### config.mk
export PLATFORM = sky130hd
export DESIGN_NAME = polara_loopback_noc_arb_flat
export DESIGN_NICKNAME = d
export VERILOG_FILES = /design/src/rtl/polara_loopback_noc_arb_if.sv /design/src/rtl/polara_loopback_noc_arb.sv /design/src/flat_wrapper.sv
export SDC_FILE = /design/constraint.sdc
export NUM_CORES = 1
export LEC_CHECK = 0
export BUFFER_PORTS_ARGS = -buffer_cell sky130_fd_sc_hd__buf_2
export CORE_AREA = 2 2 113 115
export CTS_BUF_LIST = sky130_fd_sc_hd__clkbuf_8
export DETAILED_ROUTE_END_ITERATION = 7
export DIE_AREA = 0 0 115 117
export PLACE_DENSITY_LB_ADDON = 0.15
export SYNTH_ARGS = -nofsm -noshare
export SYNTH_HDL_FRONTEND = slang
export SYNTH_SLANG_ARGS = --single-unit
### constraint.sdc
create_clock -name chipset_clk -period 9.1 [get_ports chipset_clk]
set_clock_uncertainty 0.1 [all_clocks]
set_input_delay 1.365 -clock chipset_clk [delete_from_list [all_inputs] [get_ports chipset_clk]]
set_output_delay 1.365 -clock chipset_clk [all_outputs]
set_load 0.05 [all_outputs]
### src/rtl/polara_loopback_noc_arb_if.sv
// Link bundle between the three loopback generators, the arbiter and the chipset serializer.
interface polara_loopback_noc_arb_if #(
  parameter int DATA_W = 64,
  parameter int CNT_W  = 16
);
  logic              go;
  logic [DATA_W-1:0] in_data_noc1;
  logic [DATA_W-1:0] in_data_noc2;
  logic [DATA_W-1:0] in_data_noc3;
  logic              in_val_noc1;
  logic              in_val_noc2;
  logic              in_val_noc3;
  logic              in_rdy_noc1;
  logic              in_rdy_noc2;
  logic              in_rdy_noc3;
  logic [DATA_W-1:0] out_data;
  logic              out_val;
  logic              out_rdy;
  logic [1:0]        out_chan;
  logic              busy;
  logic [CNT_W-1:0]  pkt_cnt;
  logic              wdog_err;

  modport master (
    output go, in_data_noc1, in_data_noc2, in_data_noc3,
    output in_val_noc1, in_val_noc2, in_val_noc3, out_rdy,
    input  in_rdy_noc1, in_rdy_noc2, in_rdy_noc3,
    input  out_data, out_val, out_chan, busy, pkt_cnt, wdog_err
  );

  modport slave (
    input  go, in_data_noc1, in_data_noc2, in_data_noc3,
    input  in_val_noc1, in_val_noc2, in_val_noc3, out_rdy,
    output in_rdy_noc1, in_rdy_noc2, in_rdy_noc3,
    output out_data, out_val, out_chan, busy, pkt_cnt, wdog_err
  );
endinterface

### src/rtl/polara_loopback_noc_arb.sv
// Packet-atomic round-robin arbiter sharing one outbound chipset link among NoC1..NoC3.
// Optional BODY-stall watchdog is compiled in with POLARA_LOOPBACK_ARB_WDOG_EN.
module polara_loopback_noc_arb #(
  parameter int DATA_W      = 64,
  parameter int LEN_LSB     = 22,
  parameter int LEN_W       = 8,
  parameter int CNT_W       = 16,
  parameter int WDOG_CYCLES = 1024
) (
  input  logic                      chipset_clk,
  input  logic                      chip_rst,
  polara_loopback_noc_arb_if.slave  link
);
  typedef enum logic {ARB, BODY} state_t;

  state_t            state_reg, state_next;
  logic [1:0]        rr_ptr_reg, rr_ptr_next;
  logic [1:0]        owner_reg, owner_next;
  logic [LEN_W-1:0]  remaining_reg, remaining_next;
  logic [CNT_W-1:0]  pkt_cnt_reg, pkt_cnt_next;

  logic [3:0]        val_vec;
  logic [DATA_W-1:0] data_arr [4];
  logic [1:0]        grant, cand1, cand2;
  logic [3:1]        rdy_vec;
  logic              out_val, hs, abandon;
  logic [LEN_W-1:0]  hdr_len;

  if (WDOG_CYCLES < 1) begin : g_wdog_chk
    $error("WDOG_CYCLES must be at least 1");
  end

  function automatic logic [1:0] nxt(input logic [1:0] c);
    return (c == 2'd3) ? 2'd1 : c + 2'd1;
  endfunction

  // Index 0 means "no channel", so its valid and data are held at zero.
  assign val_vec     = {link.in_val_noc3, link.in_val_noc2, link.in_val_noc1, 1'b0};
  assign data_arr[0] = '0;
  assign data_arr[1] = link.in_data_noc1;
  assign data_arr[2] = link.in_data_noc2;
  assign data_arr[3] = link.in_data_noc3;

  always_comb begin
    cand1 = nxt(rr_ptr_reg);
    cand2 = nxt(cand1);
    grant = 2'd0;
    if (state_reg == BODY) begin
      grant = owner_reg;
    end else if (link.go) begin
      if (val_vec[rr_ptr_reg])  grant = rr_ptr_reg;
      else if (val_vec[cand1])  grant = cand1;
      else if (val_vec[cand2])  grant = cand2;
    end
  end

  assign out_val       = val_vec[grant];
  assign hs            = out_val && link.out_rdy;
  assign hdr_len       = data_arr[grant][LEN_LSB +: LEN_W];
  assign link.out_val  = out_val;
  assign link.out_data = out_val ? data_arr[grant] : '0;
  assign link.out_chan = grant;
  assign link.busy     = (state_reg == BODY);
  assign link.pkt_cnt  = pkt_cnt_reg;

  for (genvar gi = 1; gi <= 3; gi++) begin : g_rdy
    assign rdy_vec[gi] = (grant == 2'(gi)) && link.out_rdy;
  end
  assign link.in_rdy_noc1 = rdy_vec[1];
  assign link.in_rdy_noc2 = rdy_vec[2];
  assign link.in_rdy_noc3 = rdy_vec[3];

`ifdef POLARA_LOOPBACK_ARB_WDOG_EN
  localparam int STALL_W = $clog2(WDOG_CYCLES + 1);
  logic [STALL_W-1:0] stall_reg;
  logic               wdog_err_reg;

  // Abandon on the cycle that would make the stall run reach WDOG_CYCLES.
  assign abandon       = (state_reg == BODY) && !hs && (stall_reg == STALL_W'(WDOG_CYCLES - 1));
  assign link.wdog_err = wdog_err_reg;

  always_ff @(posedge chipset_clk) begin
    if (chip_rst) begin
      stall_reg    <= '0;
      wdog_err_reg <= 1'b0;
    end else begin
      if (state_reg != BODY || hs || abandon) stall_reg <= '0;
      else                                    stall_reg <= stall_reg + 1'b1;
      if (abandon) wdog_err_reg <= 1'b1;
    end
  end
`else
  assign abandon       = 1'b0;
  assign link.wdog_err = 1'b0;
`endif

  always_comb begin
    state_next     = state_reg;
    rr_ptr_next    = rr_ptr_reg;
    owner_next     = owner_reg;
    remaining_next = remaining_reg;
    pkt_cnt_next   = pkt_cnt_reg;
    case (state_reg)
      ARB: begin
        if (hs) begin
          if (hdr_len == '0) begin
            pkt_cnt_next = pkt_cnt_reg + 1'b1;
            rr_ptr_next  = nxt(grant);
          end else begin
            remaining_next = hdr_len;
            owner_next     = grant;
            state_next     = BODY;
          end
        end
      end
      BODY: begin
        if (hs) begin
          remaining_next = remaining_reg - 1'b1;
          if (remaining_reg == LEN_W'(1)) begin
            pkt_cnt_next = pkt_cnt_reg + 1'b1;
            rr_ptr_next  = nxt(owner_reg);
            state_next   = ARB;
          end
        end else if (abandon) begin
          remaining_next = '0;
          rr_ptr_next    = nxt(owner_reg);
          state_next     = ARB;
        end
      end
      default: state_next = ARB;
    endcase
  end

  always_ff @(posedge chipset_clk) begin
    if (chip_rst) begin
      state_reg     <= ARB;
      rr_ptr_reg    <= 2'd1;
      owner_reg     <= 2'd1;
      remaining_reg <= '0;
      pkt_cnt_reg   <= '0;
    end else begin
      state_reg     <= state_next;
      rr_ptr_reg    <= rr_ptr_next;
      owner_reg     <= owner_next;
      remaining_reg <= remaining_next;
      pkt_cnt_reg   <= pkt_cnt_next;
    end
  end
endmodule

### src/flat_wrapper.sv
// flat-port wrapper written by rule: the top's interface ports become plain ports
module polara_loopback_noc_arb_flat 
#(
  parameter int DATA_W      = 64,
  parameter int LEN_LSB     = 22,
  parameter int LEN_W       = 8,
  parameter int CNT_W       = 16,
  parameter int WDOG_CYCLES = 1024
)
  (chipset_clk, chip_rst, link_go, link_in_data_noc1, link_in_data_noc2, link_in_data_noc3, link_in_val_noc1, link_in_val_noc2, link_in_val_noc3, link_out_rdy, link_in_rdy_noc1, link_in_rdy_noc2, link_in_rdy_noc3, link_out_data, link_out_val, link_out_chan, link_busy, link_pkt_cnt, link_wdog_err);
  polara_loopback_noc_arb_if #(.DATA_W(DATA_W), .CNT_W(CNT_W)) link_i ();
  input  logic chipset_clk;
  input  logic chip_rst;
  input wire logic [$bits(link_i.go)-1:0] link_go;
  input wire logic [$bits(link_i.in_data_noc1)-1:0] link_in_data_noc1;
  input wire logic [$bits(link_i.in_data_noc2)-1:0] link_in_data_noc2;
  input wire logic [$bits(link_i.in_data_noc3)-1:0] link_in_data_noc3;
  input wire logic [$bits(link_i.in_val_noc1)-1:0] link_in_val_noc1;
  input wire logic [$bits(link_i.in_val_noc2)-1:0] link_in_val_noc2;
  input wire logic [$bits(link_i.in_val_noc3)-1:0] link_in_val_noc3;
  input wire logic [$bits(link_i.out_rdy)-1:0] link_out_rdy;
  output wire logic [$bits(link_i.in_rdy_noc1)-1:0] link_in_rdy_noc1;
  output wire logic [$bits(link_i.in_rdy_noc2)-1:0] link_in_rdy_noc2;
  output wire logic [$bits(link_i.in_rdy_noc3)-1:0] link_in_rdy_noc3;
  output wire logic [$bits(link_i.out_data)-1:0] link_out_data;
  output wire logic [$bits(link_i.out_val)-1:0] link_out_val;
  output wire logic [$bits(link_i.out_chan)-1:0] link_out_chan;
  output wire logic [$bits(link_i.busy)-1:0] link_busy;
  output wire logic [$bits(link_i.pkt_cnt)-1:0] link_pkt_cnt;
  output wire logic [$bits(link_i.wdog_err)-1:0] link_wdog_err;
  assign link_i.go = link_go;
  assign link_i.in_data_noc1 = link_in_data_noc1;
  assign link_i.in_data_noc2 = link_in_data_noc2;
  assign link_i.in_data_noc3 = link_in_data_noc3;
  assign link_i.in_val_noc1 = link_in_val_noc1;
  assign link_i.in_val_noc2 = link_in_val_noc2;
  assign link_i.in_val_noc3 = link_in_val_noc3;
  assign link_i.out_rdy = link_out_rdy;
  assign link_in_rdy_noc1 = link_i.in_rdy_noc1;
  assign link_in_rdy_noc2 = link_i.in_rdy_noc2;
  assign link_in_rdy_noc3 = link_i.in_rdy_noc3;
  assign link_out_data = link_i.out_data;
  assign link_out_val = link_i.out_val;
  assign link_out_chan = link_i.out_chan;
  assign link_busy = link_i.busy;
  assign link_pkt_cnt = link_i.pkt_cnt;
  assign link_wdog_err = link_i.wdog_err;
  polara_loopback_noc_arb #(.DATA_W(DATA_W), .LEN_LSB(LEN_LSB), .LEN_W(LEN_W), .CNT_W(CNT_W), .WDOG_CYCLES(WDOG_CYCLES)) u_core (.chipset_clk(chipset_clk), .chip_rst(chip_rst), .link(link_i));
endmodule
==> results.json <==
{
  "status": "complete, no violations",
  "hold_buffers": 0,
  "die_h_um": 117,
  "yosysSeqAreaShare_pct": 15.37,
  "slew_headroom_pct": 25.14,
  "firstDrtPassIters": 5,
  "fin_ws_ns": 3.153,
  "die-width_um": 115,
  "design_area_mm2": 0.005353,
  "core_area_mm2": 0.01231,
  "yosys_warnings": 0,
  "gp_congestion": 0.8975,
  "cts_made_buffers": 5,
  "viasPerCell": 5.304,
  "wl_per_cell_um": 18.25,
  "nNetsFinal": 1011,
  "grt_pass1_wl_mm": 24.09,
  "ys.flop_type": "dfxtp_1",
  "clk_latency_ns": 0.28,
  "syn_avg_cell_area_um2": 6.916,
  "p_switching_w": 0.0004528,
  "grt_max_degree": 68,
  "postPlaceCellArea_mm2": 0.005270,
  "path_delay_family": "buffers and inverters",
  "path_cells": "buf_2, mux2i_1, o221ai_2, o31ai_4, buf_4, nor3_2, buf_4, a22oi_1, nor2_1, buf_2",
  "h-tree-depth": 2,
  "internal_power_w": 0.0003590,
  "n_fill_cell": 1374,
  "cts_buffer_depth": 2,
  "post_cts_resized": 0,
  "sequentialPowerShare_pct": 17.0,
  "drv_slew": 0,
  "drive_above_1_share_pct": 40.17,
  "p_per_area_mw_per_mm2": 151.7,
  "fin_tns_setup_ns": 0,
  "antenna_found_initial": 0,
  "fmax_mhz": 168.2,
  "syn-num-nets": 754,
  "p_clk_share_pct": 12.7,
  "n_antenna_cell": 0,
  "io_buffers": 285,
  "crit_buf_inv": 4,
  "path_class": "in2out",
  "place_hpwl_mm": 14.03,
  "drt-initial-drc-count": 378,
  "crit_required_ns": 7.64,
  "comb_power_share_pct": 70.3,
  "final_cell_mix": "buf_2, nor2_1, a21oi_1",
  "gr-total-overflow": 0,
  "num_io_pins": 287,
  "dp_slack_ns": 3.078,
  "dieArea_mm2": 0.01346,
  "num_vias": 5060,
  "cp-end-kind": "output pin",
  "initial_core_util_pct": 30.67,
  "largest_reg_flops": 16,
  "utilization_pct": 43.48,
  "syn-cell-area_mm2": 0.003776,
  "cts.sinks": 29,
  "syn_to_final_growth_pct": 41.75,
  "drv_cap": 0,
  "clkTransAtPathRegs_ns": 0.06,
  "arrival_ns": 4.48,
  "worst_setup_path_start_kind": "primary input",
  "final_hold_viol_count": 0,
  "finalCritPeriodShare_pct": 65.35,
  "rsz0062_at_grt": "false",
  "ys_async_sr_fraction_pct": 0,
  "cp_max_fo": 67,
  "grt_use_total_pct": 23.20,
  "final_common_cell": "buf_2",
  "drc_errors": 0,
  "fin_hold_ws_ns": 0.3827,
  "rows": 41,
  "p_sw_share_pct": 55.78,
  "yosysUniqueCellTypes": 60,
  "ant_nets": 0,
  "worst_slew_pin_slew_ns": 1.123,
  "root_buffer": "clkbuf_8",
  "synth_edf_count": 0,
  "drt_wl_total_mm": 17.41,
  "finalSetupViolations": 0,
  "peakVddDrop_v": 0.00007204,
  "synth_seq_cells": 29,
  "r2r_slack_ns": 4.21,
  "fin_crit_ns": 5.947,
  "grt_pass1_vias": 4511,
  "cts_tree": "done",
  "leakage_nw": 2.855,
  "multiInputGateArea_mm2": 0.002982,
  "cpPeakStageDelay_ns": 0.87,
  "cp_slowest_cell": "buf_4",
  "postCtsSetupBuffers": 0,
  "ff_latch_area_um2": 580.6,
  "netlist_instances": 546,
  "hp-class": "reg2reg"
}
-- cells in the mapped netlist, types with 7 or more instances --
cell type | number | area share [%]
nor2_1 | 149 | 15
dfxtp_1 | 29 | 15
ha_1 | 9 | 3.0
a21oi_1 | 73 | 9.7
nand2_1 | 17 | 1.7
nand3_1 | 12 | 1.6
nor2b_1 | 15 | 2.5
inv_1 | 12 | 1.2
clkbuf_1 | 28 | 2.8
mux2_2 | 12 | 3.6
and2_1 | 9 | 1.5
buf_2 | 7 | 0.93
mux2i_1 | 68 | 18
-- cells by family (layout without fill, tap and decap cells) --
| kind of cell | after synthesis | after routing | synth area share (%) |
|---|---|---|---|
| buffers and inverters | 54 | 312 | 5.997 |
| adder cells (fa/ha/maj) | 9 | 9 | 2.982 |
| AO/OA/AOI/OAI | 135 | 135 | 25.05 |
| multiplexers | 84 | 84 | 22.80 |
| other | 1 | 1 | 0.09931 |
| AND/OR/NAND/NOR | 234 | 234 | 27.70 |
| flip-flops | 29 | 29 | 15.37 |
-- final timing paths --
path | start | cells past startpoint | end
worst max-delay path | link_in_val_noc3 | 10 | link_out_data[27]
worst min register to register | u_core.remaining_reg[4] | 2 | u_core.remaining_reg[4]
worst max register to register | u_core.rr_ptr_reg[0] | 11 | u_core.link.pkt_cnt[11]
worst min-delay path | u_core.remaining_reg[4] | 2 | u_core.remaining_reg[4]
-- worst register-to-register path: stages, from the launching register on --
cell       delay, ns
dfxtp_1         0.44
inv_1           0.11
ha_1            0.41
or3b_1          0.17
o31ai_2         0.10
o31ai_4         0.32
buf_4           0.87
mux2_2          0.46
nor3_2          0.45
o211ai_2        0.38
a2111oi_1       0.61
mux2_1          0.37
-- routing by layer --
layer  track usage, %  up-vias  share of wire, %
li1                 -     2468                 -
met2            37.65      241                47
met4            5.944        0               1.8
met5                0        -                 0
met1            32.14     2331                43
met3            3.811       20               8.5
-- power groups by stage --
stage          sequential, W  clock (W)  combinational (W)
2_1_floorplan       0.000142          0           0.000410
3_3_place_gp        0.000141          0           0.000564
3_5_place_dp        0.000141          0           0.000569
4_1_cts             0.000138   0.000106           0.000571
5_1_grt             0.000139   0.000113           0.000612
6_report            0.000138   0.000103           0.000570
-- cell type report --
cell class	instances	area share, %
multi-input combinational	463	55.70
timing repair buffer	291	27.49
sequential	29	10.85
tap	150	3.506
clock buffer	5	1.286
inverter	13	0.9116
clock inverter	3	0.2571
-- per-stage QoR --
| stage | total power (W) | cells |
|---|---|---|
| 2_1_floorplan | 0.0005522 | 546 |
| 3_3_place_gp | 0.0007048 | 946 |
| 3_5_place_dp | 0.0007095 | 946 |
| 4_1_cts | 0.0008151 | 954 |
| 5_1_grt | 0.0008634 | 954 |
| 6_report | 0.0008118 | 954 |
(Power assumes the default switching activity.)
